[src/rtl/muladd_frame_accum.sv]
// ---------------------------------------------------------------------------
// muladd_frame_accum
//
// Purpose:
//   Downstream stage of the fused mul-add pipeline (y = a*b + c). It takes the
//   signed y stream one beat per accepted cycle and sums cfg_len beats into
//   one frame result, like a dot product. The saturated frame sum is then
//   offered on a valid/ready output port. in_ready goes back to the upstream
//   controller, which uses it to gate the pipeline enable.
//
// Ports:
//   clock      in   1      rising-edge clock
//   reset      in   1      synchronous, active-high reset
//   cfg_len    in   LEN_W  beats per frame, sampled on the first beat (0 -> 1)
//   in_data    in   IN_W   signed mul-add result
//   in_valid   in   1      in_data valid this cycle
//   in_ready   out  1      block accepts a beat this cycle
//   out_data   out  OUT_W  signed saturated frame sum
//   out_sat    out  1      result clamped, or accumulator clamped in frame
//   out_valid  out  1      out_data/out_sat valid
//   out_ready  in   1      consumer takes the result
// ---------------------------------------------------------------------------
module muladd_frame_accum #(
    parameter int IN_W  = 16,
    parameter int ACC_W = 24,
    parameter int OUT_W = 16,
    parameter int LEN_W = 8
) (
    input  logic                    clock,
    input  logic                    reset,
    input  logic [LEN_W-1:0]        cfg_len,
    input  logic signed [IN_W-1:0]  in_data,
    input  logic                    in_valid,
    output logic                    in_ready,
    output logic signed [OUT_W-1:0] out_data,
    output logic                    out_sat,
    output logic                    out_valid,
    input  logic                    out_ready
);

    typedef enum logic {
        ACCUM,
        HOLD
    } state_t;

    // Accumulator limits, held one bit wider so the raw sum can be compared
    // against them without overflowing.
    localparam logic signed [ACC_W:0] ACC_MAX_W = {2'b00, {(ACC_W-1){1'b1}}};
    localparam logic signed [ACC_W:0] ACC_MIN_W = {2'b11, {(ACC_W-1){1'b0}}};

    // Output limits, expressed at accumulator width.
    localparam logic signed [ACC_W-1:0] OUT_MAX_A =
        {{(ACC_W-OUT_W+1){1'b0}}, {(OUT_W-1){1'b1}}};
    localparam logic signed [ACC_W-1:0] OUT_MIN_A =
        {{(ACC_W-OUT_W+1){1'b1}}, {(OUT_W-1){1'b0}}};

    state_t                    state_q, state_d;
    logic signed [ACC_W-1:0]   acc_q, acc_d;
    logic [LEN_W-1:0]          cnt_q, cnt_d;
    logic [LEN_W-1:0]          len_q, len_d;
    logic                      ovf_q, ovf_d;
    logic signed [OUT_W-1:0]   out_data_q, out_data_d;
    logic                      out_sat_q, out_sat_d;

    logic signed [ACC_W:0]     in_ext;
    logic signed [ACC_W:0]     sum_wide;
    logic signed [ACC_W-1:0]   acc_next;
    logic                      acc_clamp;
    logic signed [OUT_W-1:0]   out_next;
    logic                      out_clamp;
    logic [LEN_W-1:0]          eff_len;
    logic                      beat_last;

    // State and datapath registers; reset returns to an empty frame.
    always_ff @(posedge clock) begin
        if (reset) begin
            state_q    <= ACCUM;
            acc_q      <= '0;
            cnt_q      <= '0;
            len_q      <= '0;
            ovf_q      <= 1'b0;
            out_data_q <= '0;
            out_sat_q  <= 1'b0;
        end else begin
            state_q    <= state_d;
            acc_q      <= acc_d;
            cnt_q      <= cnt_d;
            len_q      <= len_d;
            ovf_q      <= ovf_d;
            out_data_q <= out_data_d;
            out_sat_q  <= out_sat_d;
        end
    end

    // Saturating add, output clamp, frame-end detection and next state.
    always_comb begin
        state_d    = state_q;
        acc_d      = acc_q;
        cnt_d      = cnt_q;
        len_d      = len_q;
        ovf_d      = ovf_q;
        out_data_d = out_data_q;
        out_sat_d  = out_sat_q;

        in_ext   = {{(ACC_W+1-IN_W){in_data[IN_W-1]}}, in_data};
        sum_wide = {acc_q[ACC_W-1], acc_q} + in_ext;

        acc_clamp = 1'b0;
        acc_next  = sum_wide[ACC_W-1:0];
        if (sum_wide > ACC_MAX_W) begin
            acc_next  = ACC_MAX_W[ACC_W-1:0];
            acc_clamp = 1'b1;
        end else if (sum_wide < ACC_MIN_W) begin
            acc_next  = ACC_MIN_W[ACC_W-1:0];
            acc_clamp = 1'b1;
        end

        out_clamp = 1'b0;
        out_next  = acc_next[OUT_W-1:0];
        if (acc_next > OUT_MAX_A) begin
            out_next  = OUT_MAX_A[OUT_W-1:0];
            out_clamp = 1'b1;
        end else if (acc_next < OUT_MIN_A) begin
            out_next  = OUT_MIN_A[OUT_W-1:0];
            out_clamp = 1'b1;
        end

        // The first beat of a frame uses the live cfg_len; later beats use
        // the copy latched on that first beat.
        if (cnt_q == '0) begin
            eff_len = (cfg_len == '0) ? LEN_W'(1) : cfg_len;
        end else begin
            eff_len = len_q;
        end
        beat_last = (cnt_q == eff_len - LEN_W'(1));

        case (state_q)
            ACCUM: begin
                if (in_valid) begin
                    if (cnt_q == '0) begin
                        len_d = eff_len;
                    end
                    if (beat_last) begin
                        out_data_d = out_next;
                        out_sat_d  = ovf_q | acc_clamp | out_clamp;
                        state_d    = HOLD;
                        acc_d      = '0;
                        cnt_d      = '0;
                        ovf_d      = 1'b0;
                    end else begin
                        acc_d = acc_next;
                        cnt_d = cnt_q + LEN_W'(1);
                        ovf_d = ovf_q | acc_clamp;
                    end
                end
            end
            HOLD: begin
                if (out_ready) begin
                    state_d = ACCUM;
                end
            end
            default: begin
                state_d = ACCUM;
            end
        endcase
    end

    assign in_ready  = (state_q == ACCUM);
    assign out_valid = (state_q == HOLD);
    assign out_data  = out_data_q;
    assign out_sat   = out_sat_q;

endmodule
[config.mk]
export PLATFORM = sky130hd
export DESIGN_NAME = muladd_frame_accum
export DESIGN_NICKNAME = d
export VERILOG_FILES = /design/src/rtl/muladd_frame_accum.sv
export SDC_FILE = /design/constraint.sdc
export NUM_CORES = 1
export LEC_CHECK = 0
export CORE_MARGIN = 2
export CORE_UTILIZATION = 58
export DETAILED_ROUTE_END_ITERATION = 16
export PLACE_DENSITY = 0.86
export SYNTH_ARGS = -nofsm -noshare
export SYNTH_HDL_FRONTEND = slang
export SYNTH_SLANG_ARGS = --single-unit
[constraint.sdc]
create_clock -name clock -period 4.97 [get_ports clock]
set_clock_uncertainty 0.15 [all_clocks]
set_input_delay 0.497 -clock clock [delete_from_list [all_inputs] [get_ports clock]]
set_output_delay 0.497 -clock clock [all_outputs]
set_load 0.01 [all_outputs]
# Word-level counts from Yosys, hierarchy flattened
# Index checks and enable logic that the tools add are counted.
# W data, S select, Z words.
[totals] ff_bits=59 inputBits=28 output_inout_bits=19 wordCells=40
[op_classes] add_sub_neg=3 order_cmp=4 eq_ne=1 mux=17 n_bitwise=3 reduce_logical=5
[op_table] operator="$mux W24" count=3
[op_table] operator="$mux W16" count=2
[op_table] operator="$add A24 B16 Y25" count=1
[op_table] operator="$gt A25 B24 Y1 const B" count=1
[op_table] operator="$lt A25 B24 Y1 const B" count=1
[op_table] operator="$gt A24 B16 Y1 const B" count=1
[op_table] operator="$lt A24 B16 Y1 const B" count=1
[op_table] operator="$mux W8" count=3
[op_table] operator="$logic_not A8 Y1" count=2
[op_table] operator="$add A8 B1 Y8 const B" count=1
[op_table] operator="$eq A8 B8 Y1" count=1
[op_table] operator="$mux W1" count=8
[op_table] operator="$sub A8 B1 Y8 const B" count=1
[op_table] operator="$reduce_and A3 Y1" count=2
[op_table] operator="$or A1 B1 Y1" count=2
[op_table] operator="$pmux W1 S2" count=1
[op_table] operator="$reduce_and A2 Y1" count=1
[op_table] operator="$not A1 Y1" count=1

# Logic depth before layout (Yosys ltp)
# Gate-level depths: netlist of run 1.
[logic_depth] word_depth=8 depth_mapped=18 ltp_nobuf=16

# Worst setup path after synthesis of run 1
# OpenSTA, ideal clock, no wires.
[synth_path] path_kind="register -> register" start="register cnt_q[0]" end="register out_data_q[10] (netlist: out_data[10])" t_arrival_ns=4.011 slack_ns=0.690 path_stages_with_launch=18 n_path_buf=2 path_cell_list="dfxtp_1 -> inv_1 -> ha_1 -> or4b_1 -> buf_2 -> nor3_4 -> mux2_2 -> inv_1 -> ha_1 -> nor3b_1 -> xor2_1 -> mux2i_1 -> mux2i_1 -> nor4_1 -> nand3_2 -> o41a_1 -> buf_6 -> o221a_2"
[synth_between] elab_chain_cells=5
[synth_lines] element="start, declared" line_no="59" source="logic [LEN_W-1:0] cnt_q, cnt_d;"
[synth_lines] element="start signal, assigned" line_no="87" source="cnt_q <= cnt_d;"
[synth_lines] element="$logic_not A8 Y1" line_no="130" source="if (cnt_q == '0) begin"
[synth_lines] element="$mux W8" line_no="130"
[synth_lines] element="$sub A8 B1 Y8" line_no="135" source="beat_last = (cnt_q == eff_len - LEN_W'(1));"
[synth_lines] element="$eq A8 B8 Y1 *" line_no="135"
[synth_lines] element="$reduce_and A3 Y1 (no line) *"
[synth_lines] element="end signal, assigned" line_no="90" source="out_data_q <= out_data_d;"
[synth_lines] element="end, declared" line_no="62" source="logic signed [OUT_W-1:0] out_data_q, out_data_d;"
# Mark *: on every way between the ends. The rest lies on a longest branch, timed or not.
# A chain may end at the register's enable or synchronous reset.

# Final worst setup path of run 1
[layout_path] start="register cnt_q[0]" end="register out_data_q[14] (netlist: out_data[14])"
# Same word-level chain as after synthesis.

==> results.md, run 1 <==
- Status: completed
- Critical path capture point type: flop
- Rows: 31
- Syn Std Cell Area: 4350 sq um
- Setup bufs post-CTS: 0
- Antenna-violating nets left: 0
- Hold Worst Slack: 0.313 ns
- PwrDens: 363 nW/um^2
- LEAKAGE: 2.06 nW
- First DRT Iteration DRCs: 321
- WL/cell: 18.3 microns
- Top cells by area, synth: dfxtp_1 (27%), ha_1 (7.8%), a21oi_1 (5.2%), nand2_1 (4.5%), nor2_1 (4.2%)
- Final nets: 630
- Hold-fix buffers at CTS: 0
- Slowest stage delay, CP: 0.70 ns
- CP Launch Type: flop
- Design Power: 1.84 mW
- CTS tree: yes
- Tightest Pin Transition: 1.07 ns
- Core ar.: 7250 sq um
- HPWL after DPL: 8880 microns
- First-pass GRT wire length: 20,500 microns
- Crit Path Max Fanout: 15
- Crit path max-delay cell type: o41a_2
- Endpoints failing setup: 0
- # diodes: 0
- Post-Synthesis Mean Instance Area: 8.03 sq um
- Pin count of the biggest net entering global routing: 31
- Area grow syn2layout: 16.6%
- Share of the yosys chip area belonging to registers: 27.1%
- Largest area contributor in the netlist: dfxtp_1
- Chip Width: 90.6 microns
- Drt via density: 6.63
- Cell family with most CP delay: simple AND/OR/NAND/NOR gates
- Final design utilization: 70.0%
- Post-synthesis async set-or-reset flop share: 0%
- Die ar.: 8210 sq um
- Crit path cell chain: inv_1 > ha_1 > or4b_1 > nor3_4 > mux2_2 > inv_1 > ha_1 > nor3b_1 > xor2_1 > mux2i_1 > mux2i_1 > nor4_2 > nand3_2 > o41a_2 > o221a_2
- Gates resized, CTS repair: 0
- Number of flops mapped to enable cells by yosys: 0
- FF+latch count, synth: 59
- Max-cap check violation count: 0
- CP Data Required Time: 5.05 ns
- R2r setup slk: 0.16 ns
- Maximum vdd drop: 0.185 mV
- Mapped Cells: 542
- Post-synth top area share: 27.1%
- DR vias: 4,495
- Initial antenna violation count: 0
- Tcrit/Tclk final: 96.9%
- Slew headroom: 27.3%
- TritonCTS Sinks: 59
- Post-Route WL: 12,400 microns
- Unique masters post-synth: 69
- Number of synthesis warnings: 0
- H-tree Lvls: 3
- GP Congestion: 0.953
- Share of cells above drive strength 1: 9.50%
- Initial core utilization: 60.0%
- Ys flop type: dfxtp_1
- Port Buffers: 46
- Clock buffer depth: 2
- Clock root cell: clkbuf_8
- Vias in the first global route: 4,111
- DR DRC count: 0
- Minimum clock period: 4.81 ns
- Top-level I/O count: 47
- Critical path type: reg -> reg
- Min-Delay Path Class: reg -> reg
- Fmax: 0.208 GHz
- WP data arrival: 4.89 ns
- Total CTS buffers: 9
- Endpoints failing hold: 0
- DR pass1 iterations: 5
- Syn nets: 598
- Die Ht: 90.6 microns
- Worst path bufs/invs: 2
- Worst-path clk slew: 0.07 ns
- Pins Over Slew Limit: 0
- Worst skew pair latency: 0.35 ns
- GRT Residual Overflow: 0
- Total GRT Usage: 30.6%
metal layers:
metal / part of all wire (%) / wire length [microns] / global-route usage (%) / up-vias
met4: 2.9 / 356 / 11.3 / 0
met5: 0 / 0 / 0 / -
met2: 45 / 5640 / 48.8 / 234
li1: - / - / - / 2120
met1: 43 / 5400 / 41.4 / 2097
met3: 8.3 / 1030 / 5.59 / 44
path summary, 6_finish.rpt:
check / start / to / cells past startpoint
setup / recovery: cnt_q[0]$_SDFFE_PP0P_ / out_data[14]$_SDFFE_PP0P_ / 15
hold / removal: ovf_q$_SDFFE_PP0P_ / ovf_q$_SDFFE_PP0P_ / 2
setup reg to reg: cnt_q[0]$_SDFFE_PP0P_ / out_data[14]$_SDFFE_PP0P_ / 15
hold reg to reg: ovf_q$_SDFFE_PP0P_ / ovf_q$_SDFFE_PP0P_ / 2
placed cells by master, fill, tap and decap left out, types with 4 or more instances in the layout:
master | synthesis | final
dfxtp_1 | 59 | 59
nand2_1 | 52 | 52
nor2_1 | 49 | 49
clkdlybuf4s50_1 | 0 | 46
a21oi_1 | 45 | 45
ha_1 | 27 | 27
o21ai_0 | 25 | 25
a21o_1 | 24 | 24
a22oi_1 | 16 | 16
inv_1 | 15 | 15
xnor2_1 | 15 | 15
o221a_2 | 15 | 15
nor3_1 | 12 | 12
nand3_1 | 11 | 11
mux2i_1 | 10 | 10
clkbuf_8 | 0 | 10
nand4_1 | 9 | 9
xor2_1 | 9 | 9
and3_1 | 7 | 7
and4_1 | 6 | 6
nand2b_1 | 6 | 6
o211ai_1 | 6 | 6
buf_4 | 0 | 6
or3_1 | 5 | 5
a31oi_1 | 6 | 5
or2_2 | 5 | 5
nor4_1 | 5 | 4
nor3b_1 | 4 | 4
a211oi_1 | 4 | 4
synth_stat cells (6+ instances only):
master and number:
a21o_1 24, a21oi_1 45, a22oi_1 16, a31oi_1 6, and3_1 7, and4_1 6
buf_2 7, clkbuf_1 22, dfxtp_1 59, ha_1 27, inv_1 15, mux2i_1 10
nand2_1 52, nand2b_1 6, nand3_1 11, nand4_1 9, nor2_1 49, nor3_1 12
o211ai_1 6, o21ai_0 25, o221a_2 15, xnor2_1 15, xor2_1 9
power breakdown:
part	switching [mW]	internal [mW]
sequential	0.0341	0.521
clock	0.205	0.247
combinational	0.498	0.337
worst register-to-register path: cells and delay by family (launching register included):
| kind | cells | cell delay (ns) |
|---|---|---|
| simple gates | 5 | 1.78 |
| compound gates | 2 | 0.88 |
| flops | 1 | 0.34 |
| xor+xnor | 1 | 0.16 |
| fa+ha+maj | 2 | 0.44 |
| buf+inv | 2 | 0.24 |
| mux | 3 | 0.71 |
flip-flops by register name, indices dropped and copies added, names as in the netlist:
name / count
out_data: 16
out_sat: 1
ovf_q: 1
cnt_q: 8
acc_q: 24
len_q: 8
out_valid: 1
layout make-up:
type	instances	area, sq um
clock buffers	11	141
clock inverters	5	62.6
fillers	583	2180
inverters	15	56.3
multi-input cells	437	3000
flip-flops and latches	59	1180
well taps	99	124
repair buffers	52	505
logic make-up after synthesis:
logic type	after synthesis	share of synthesized area (%)
mux	13	3.08
xor+xnor	24	4.83
buf+inv	46	4.34
flops	59	27.1
simple gates	185	21.3
fa+ha+maj	28	8.23
compound gates	187	31.0
per-stage QoR:
stage          instance area (sq um)  setup TNS [ns]  instances  setup WS (ns)
2_1_floorplan                   4350               0        542          0.690
3_3_place_gp                    4850               0        662          0.382
3_5_place_dp                    4850               0        662          0.126
4_1_cts                         5060               0        678         0.0767
5_1_grt                         5070         -0.0146        678       -0.00886
6_report                        5070               0        678          0.155
Power figures use the tool's default switching activity.
==> run 2: changes to the inputs <==
Settings changed: CORE_UTILIZATION 58 to 52, PLACE_DENSITY 0.86 to 0.81.
Clock period 4.97 ns to 3.95 ns, I/O delays scaled along.
==> results.md, run 2 (synthesis results as in run 1) <==
- Post-Route WL: 13,600 microns (+9.7%)
- Clock root cell: clkbuf_8
- Max FFs per register: 24 (unchanged)
- Chip Width: 95.5 microns (+5.4%)
- First DRT Iteration DRCs: 339 (+5.6%)
- Hold Worst Slack: 0.313 ns (-0.000673 ns)
- GRT Residual Overflow: 0 (unchanged)
- HPWL after DPL: 9500 microns (+7.0%)
- Final non-filler cell total: 737 (+8.7%)
- Antenna-violating nets left: 0 (unchanged)
- Minimum clock period: 4.03 ns (-0.787 ns)
- DR vias: 4,757 (+5.8%)
- Vias in the first global route: 4,435 (+7.9%)
- CTS tree: yes
- LEAKAGE: 2.39 nW (+16%)
- Reg power frac: 27.8% (-2.3 points)
- Core ar.: 8180 sq um (+13%)
- Design Power: 2.51 mW (+36%)
- R2r endpoint: out_data[11]$_SDFFE_PP0P_
- Most frequent cells in the layout: dfxtp_1 (57), buf_4 (57), nand2_1 (51), nor2_1 (49), clkdlybuf4s50_1 (46)
- Drt via density: 6.45 (-2.6%)
- TritonCTS Sinks: 59 (unchanged)
- Share of cells above drive strength 1: 19.0% (+9.5 points)
- Placed Instances: 707 (+6.8%)
- Top-level I/O count: 47 (unchanged)
- Max-cap check violation count: 0 (unchanged)
- Violated checks: negative setup slack
- Total CTS buffers: 9 (unchanged)
- Hold path start: acc_q[23]$_SDFFE_PP0P_
- Cell Int Power: 1.52 mW (+38%)
- Area after DPL: 5210 sq um (+7.3%)
- CP Data Required Time: 4.03 ns (-1.02 ns)
- Initial antenna violation count: 0 (unchanged)
- Rows: 33 (+6.5%)
- CP Launch Type: flop
- Post-Place Worst Slack: -0.120 ns (-0.245 ns)
- Pin count of the biggest net entering global routing: 26 (-16%)
- Final setup margin: -0.0782 ns (-0.233 ns)
- RSZ-0062 raised after global routing: true
- Endpoints failing setup: 17 (+17)
- Crit path cell chain: inv_4 > ha_4 > or4b_4 > nor3_4 > mux2_4 > inv_4 > ha_4 > nor3b_2 > xor2_1 > mux2i_1 > mux2i_1 > nor4_2 > nand3_2 > o41a_1 > buf_6 > o221a_2
- Reg2reg path depth: 16 (+1)
- R2r startpoint: cnt_q[0]$_SDFFE_PP0P_
- Final-layout fill cell count: 676 (+16%)
- Switching Share: 39.2% (-0.78 points)
- Slew headroom: 36.0% (+8.7 points)
- Area grow syn2layout: 28.8%
- Hold Crit Endpoint: acc_q[23]$_SDFFE_PP0P_
- WP data arrival: 4.11 ns (-0.78 ns)
- Maximum vdd drop: 0.241 mV (+30%)
- Pins Over Slew Limit: 0 (unchanged)
- Crit Path Max Fanout: 8 (-7)
- Register Area: 1190 sq um (+0.64%)
- Clock Power Share: 23.4% (-1.1 points)
- PwrDens: 447 nW/um^2 (+23%)
- Tightest Pin Transition: 0.957 ns (-0.118 ns)
- Tcrit/Tclk final: 102% (+5.1 points)
- Critical path capture point type: flop
- Final nets: 685 (+8.7%)
- Final design utilization: 68.5% (-1.4 points)
- WL/cell: 18.5 microns (+0.95%)
- Slowest stage delay, CP: 0.52 ns (-0.18 ns)
- Sw Pwr: 0.983 mW (+34%)
- Comb power frac: 48.8% (+3.5 points)
- Register with the most flip-flops: acc_q
- Port Buffers: 46 (unchanged)
- Crit path max-delay cell type: or4b_4
- Hold-fix buffers at CTS: 0 (unchanged)
- Die ar.: 9110 sq um (+11%)
- Critical path type: reg -> reg
- Status: finished, violations left
- First-pass GRT wire length: 21,600 microns (+5.0%)
- GP Congestion: 0.989 (+3.8%)
- # diodes: 0 (unchanged)
- Die Ht: 95.5 microns (+5.4%)
- Total GRT Usage: 30.0% (-0.64 points)
- Fin area: 5600 sq um (+10%)
- DR pass1 iterations: 5 (unchanged)
- Footprint of the multi-input gates: 3090 sq um (+2.9%)
- Worst-path clk slew: 0.07 ns (about the same)
- Worst skew pair latency: 0.35 ns (about the same)
- DR DRC count: 0 (unchanged)
- H-tree Lvls: 3 (unchanged)
- Hold depth: 2 (unchanged)
- Worst path bufs/invs: 3 (+1)
- R2r setup slk: -0.08 ns (-0.23 ns)
- Fmax: 0.248 GHz (+20%)
- Clock buffer depth: 2 (unchanged)
- Min-Delay Path Class: reg -> reg
- Cell family with most CP delay: simple AND/OR/NAND/NOR gates
- TNS Setup: -1.02 ns (-1.02 ns)
- Initial core utilization: 53.2% (-6.8 points)
- Endpoints failing hold: 0 (unchanged)
-- run 2: timing repair --
item,4_1_cts,5_1_grt
pin swaps,1,4
gates resized for setup,0,19
setup endpoints to repair,19,44
cloned,0,1
setup buffers,1,14
-- run 2: routing by layer --
metal  global-route usage [%]  wire, microns
met1                     40.6           6010
met2                     46.8           6260
met3                     4.74            948
met4                     14.0            416
met5                        0              0
-- run 2: power groups by stage --
stage | clock network (mW) | registers, mW | logic (mW)
2_1_floorplan | 0 | 0.698 | 0.784
3_3_place_gp | 0 | 0.706 | 1.11
3_5_place_dp | 0 | 0.710 | 1.14
4_1_cts | 0.590 | 0.697 | 1.15
5_1_grt | 0.617 | 0.703 | 1.33
6_report | 0.587 | 0.697 | 1.22
-- run 2: worst max-delay path by stage --
stage	startpoint	cells past startpoint	slack (ns)	endpoint
after floorplan	cnt_q[0]$_SDFFE_PP0P_	18	0.0006	out_data[10]$_SDFFE_PP0P_
after global placement	in_data[0]	15	-0.10	out_data[14]$_SDFFE_PP0P_
after detailed placement	in_data[0]	15	-0.12	out_data[0]$_SDFFE_PP0P_
after CTS	cnt_q[0]$_SDFFE_PP0P_	16	0.02	out_data[0]$_SDFFE_PP0P_
after global routing	cnt_q[0]$_SDFFE_PP0P_	16	-0.18	out_data[11]$_SDFFE_PP0P_
final	cnt_q[0]$_SDFFE_PP0P_	16	-0.08	out_data[11]$_SDFFE_PP0P_
-- run 2: cell type report --
type,instances,share of cell area [%]
Timing Repair Buffer,107,16.7
Clock buffer,12,2.95
Inverter,15,1.09
Tap cell,105,2.34
Clock inverter,2,0.625
Multi-Input combinational cell,437,55.1
Sequential cell,59,21.2
-- run 2: worst register-to-register path, stage by stage (launching register included) --
cell	delay [ns]
dfxtp_4	0.36
inv_4	0.07
ha_4	0.12
or4b_4	0.52
nor3_4	0.32
mux2_4	0.37
inv_4	0.07
ha_4	0.14
nor3b_2	0.19
xor2_1	0.10
mux2i_1	0.18
mux2i_1	0.15
nor4_2	0.28
nand3_2	0.13
o41a_1	0.46
buf_6	0.18
o221a_2	0.13
==> run 3: changes to the inputs <==
Settings changed: CORE_MARGIN 2 to 3, CORE_UTILIZATION 52 to 25, PLACE_DENSITY 0.81 to 0.47.
==> results.md, run 3 (synthesis results as in run 1) <==
- Crit Path Max Fanout: 15 (+7)
- Minimum clock period: 3.90 ns (-0.124 ns)
- WP data arrival: 3.97 ns (-0.14 ns)
- Final design utilization: 36.3% (-32 points)
- Post-Route WL: 14,300 microns (+4.8%)
- Hold-fix buffers at CTS: 0 (unchanged)
- Initial antenna violation count: 0 (unchanged)
- Max-cap check violation count: 0 (unchanged)
- Antenna-violating nets left: 0 (unchanged)
- Placed Instances: 841 (+19%)
- Slowest stage delay, CP: 0.48 ns (-0.04 ns)
- Endpoints failing hold: 0 (unchanged)
- Drt via density: 5.22 (-19%)
- Rows: 47 (+42%)
- First-pass GRT wire length: 23,000 microns (+6.7%)
- PwrDens: 463 nW/um^2 (+3.4%)
- # diodes: 0 (unchanged)
- Critical path capture point type: flop
- Met2 Use GR: 23.0% (-24 points)
- Chip Width: 138 microns (+44%)
- Total CTS buffers: 9 (unchanged)
- Final nets: 700 (+2.2%)
- Worst skew pair latency: 0.33 ns (-0.02 ns)
- Tightest Pin Transition: 0.651 ns (-0.306 ns)
- Area grow syn2layout: 40.4%
- CP Data Required Time: 4.02 ns (about the same)
- Fmax: 0.256 GHz (+3.2%)
- Min-Delay Path Class: reg -> reg
- Worst-path clk slew: 0.06 ns (about the same)
- HPWL after DPL: 10,300 microns (+8.5%)
- LEAKAGE: 2.49 nW (+4.2%)
- DR DRC count: 0 (unchanged)
- First DRT Iteration DRCs: 223 (-34%)
- Most frequent cells in the layout: buf_4 (69), dfxtp_1 (57), nand2_1 (51), nor2_1 (49), clkdlybuf4s50_1 (46)
- Routing usage on met1: 22.3% (-18 points)
- Most common library cell in the layout ignoring fill and taps: buf_4
- Share of cells above drive strength 1: 24.7% (+5.7 points)
- Initial core utilization: 25.9% (-27 points)
- R2r setup slk: 0.05 ns (+0.12 ns)
- Worst path bufs/invs: 3 (unchanged)
- Pin count of the biggest net entering global routing: 45 (+73%)
- Slew headroom: 56.5% (+21 points)
- Maximum vdd drop: 0.197 mV (-18%)
- DR pass1 iterations: 5 (unchanged)
- Cell family with most CP delay: simple AND/OR/NAND/NOR gates
- Post-Place Worst Slack: -0.110 ns (+0.00957 ns)
- Tcrit/Tclk final: 98.8% (-3.1 points)
- Die ar.: 19,000 sq um (+110%)
- WL/cell: 16.5 microns (-11%)
- Clock root cell: clkbuf_16
- DR vias: 4,535 (-4.7%)
- Max FFs per register: 24 (unchanged)
- Hold Worst Slack: 0.309 ns (-0.00335 ns)
- Total GRT Usage: 15.2% (-15 points)
- Status: completed
- GRT Residual Overflow: 0 (unchanged)
- TritonCTS Sinks: 59 (unchanged)
- Endpoints failing setup: 0 (-17)
- Area after DPL: 5510 sq um (+5.7%)
- Final non-filler cell total: 869 (+18%)
- Crit path cell chain: inv_2 > ha_4 > or4b_4 > nor3_4 > mux2_4 > inv_4 > ha_4 > nor3b_4 > xor2_1 > mux2i_1 > mux2i_1 > nor4_2 > nand3_2 > o41a_1 > buf_6 > o221a_2
- Critical path type: reg -> reg
- Die Ht: 138 microns (+44%)
- Final-layout fill cell count: 1,801 (+170%)
- Core ar.: 16,800 sq um (+110%)
- Met3 global-route usage: 2.18% (-2.6 points)
- Top-level I/O count: 47 (unchanged)
- Final setup margin: 0.0460 ns (+0.124 ns)
- CTS tree: yes
- Vias in the first global route: 4,407 (-0.63%)
- GP Congestion: 0.847 (-14%)
- Busiest grt layer: met2
- Pins Over Slew Limit: 0 (unchanged)
- Clock buffer depth: 2 (unchanged)
- RSZ-0062 raised after global routing: true
- TNS Setup: 0 ns (+1.02 ns)
- CP Launch Type: flop
- Port Buffers: 46 (unchanged)
- Register with the most flip-flops: acc_q
- Design Power: 2.83 mW (+13%)
- H-tree Lvls: 3 (unchanged)
- Fin area: 6110 sq um (+9.0%)
- Crit path max-delay cell type: or4b_4
[run 3: cell count changes in the layout (fill, tap and decap cells not counted), moves of 3 or more]
cell        delta
clkinvlp_4     +3
a21oi_2        +3
o21ai_4        +3
clkbuf_8      -12
a22oi_1       -16
o221a_4        -4
a21oi_1        -3
buf_4         +12
a22oi_2       +16
o221a_2        +4
clkbuf_16     +11
[run 3: layout make-up]
| cell class | instances | area [sq um] | share of cell area (%) |
|---|---|---|---|
| tap | 220 | 275 | 4.51 |
| multi-input combinational | 437 | 3200 | 52.4 |
| timing repair buffer | 122 | 1090 | 17.9 |
| clock buffer | 10 | 229 | 3.75 |
| sequential | 59 | 1180 | 19.4 |
| inverter | 15 | 58.8 | 0.963 |
| clock inverter | 6 | 66.3 | 1.09 |
[run 3: worst paths after layout]
path                               start                        end  cells after the start
setup / recovery   cnt_q[0]$_SDFFE_PP0P_  out_data[12]$_SDFFE_PP0P_                     16
hold / removal    acc_q[23]$_SDFFE_PP0P_     acc_q[23]$_SDFFE_PP0P_                      2
setup reg to reg   cnt_q[0]$_SDFFE_PP0P_  out_data[12]$_SDFFE_PP0P_                     16
hold reg to reg   acc_q[23]$_SDFFE_PP0P_     acc_q[23]$_SDFFE_PP0P_                      2
[run 3: routing by layer]
metal  up-vias  share of wire (%)
li1       2263                  -
met1      2177                 50
met2        81                 45
met3        14                3.4
met4         0                1.3
met5         -                  0
[run 3: timing repair]
action                                  4_1_cts  5_1_grt
pin swaps                                     2       11
gates resized for setup                       1       38
buffers inserted                              2        8
cloned                                        0        3
endpoints found under the setup margin       17       20
[run 3: power by group]
part           internal [mW]  total (mW)  switching (mW)
Clock                  0.488       0.791           0.303
Combinational          0.612        1.34           0.725
Sequential             0.657       0.698          0.0417
Total                   1.76        2.83            1.07
[run 3: worst reg2reg max path, cell delays in order (launching register included)]
cell	delay [ns]
dfxtp_2	0.32
inv_2	0.07
ha_4	0.14
or4b_4	0.48
nor3_4	0.31
mux2_4	0.38
inv_4	0.07
ha_4	0.15
nor3b_4	0.18
xor2_1	0.11
mux2i_1	0.14
mux2i_1	0.11
nor4_2	0.35
nand3_2	0.18
o41a_1	0.36
buf_6	0.16
o221a_2	0.14
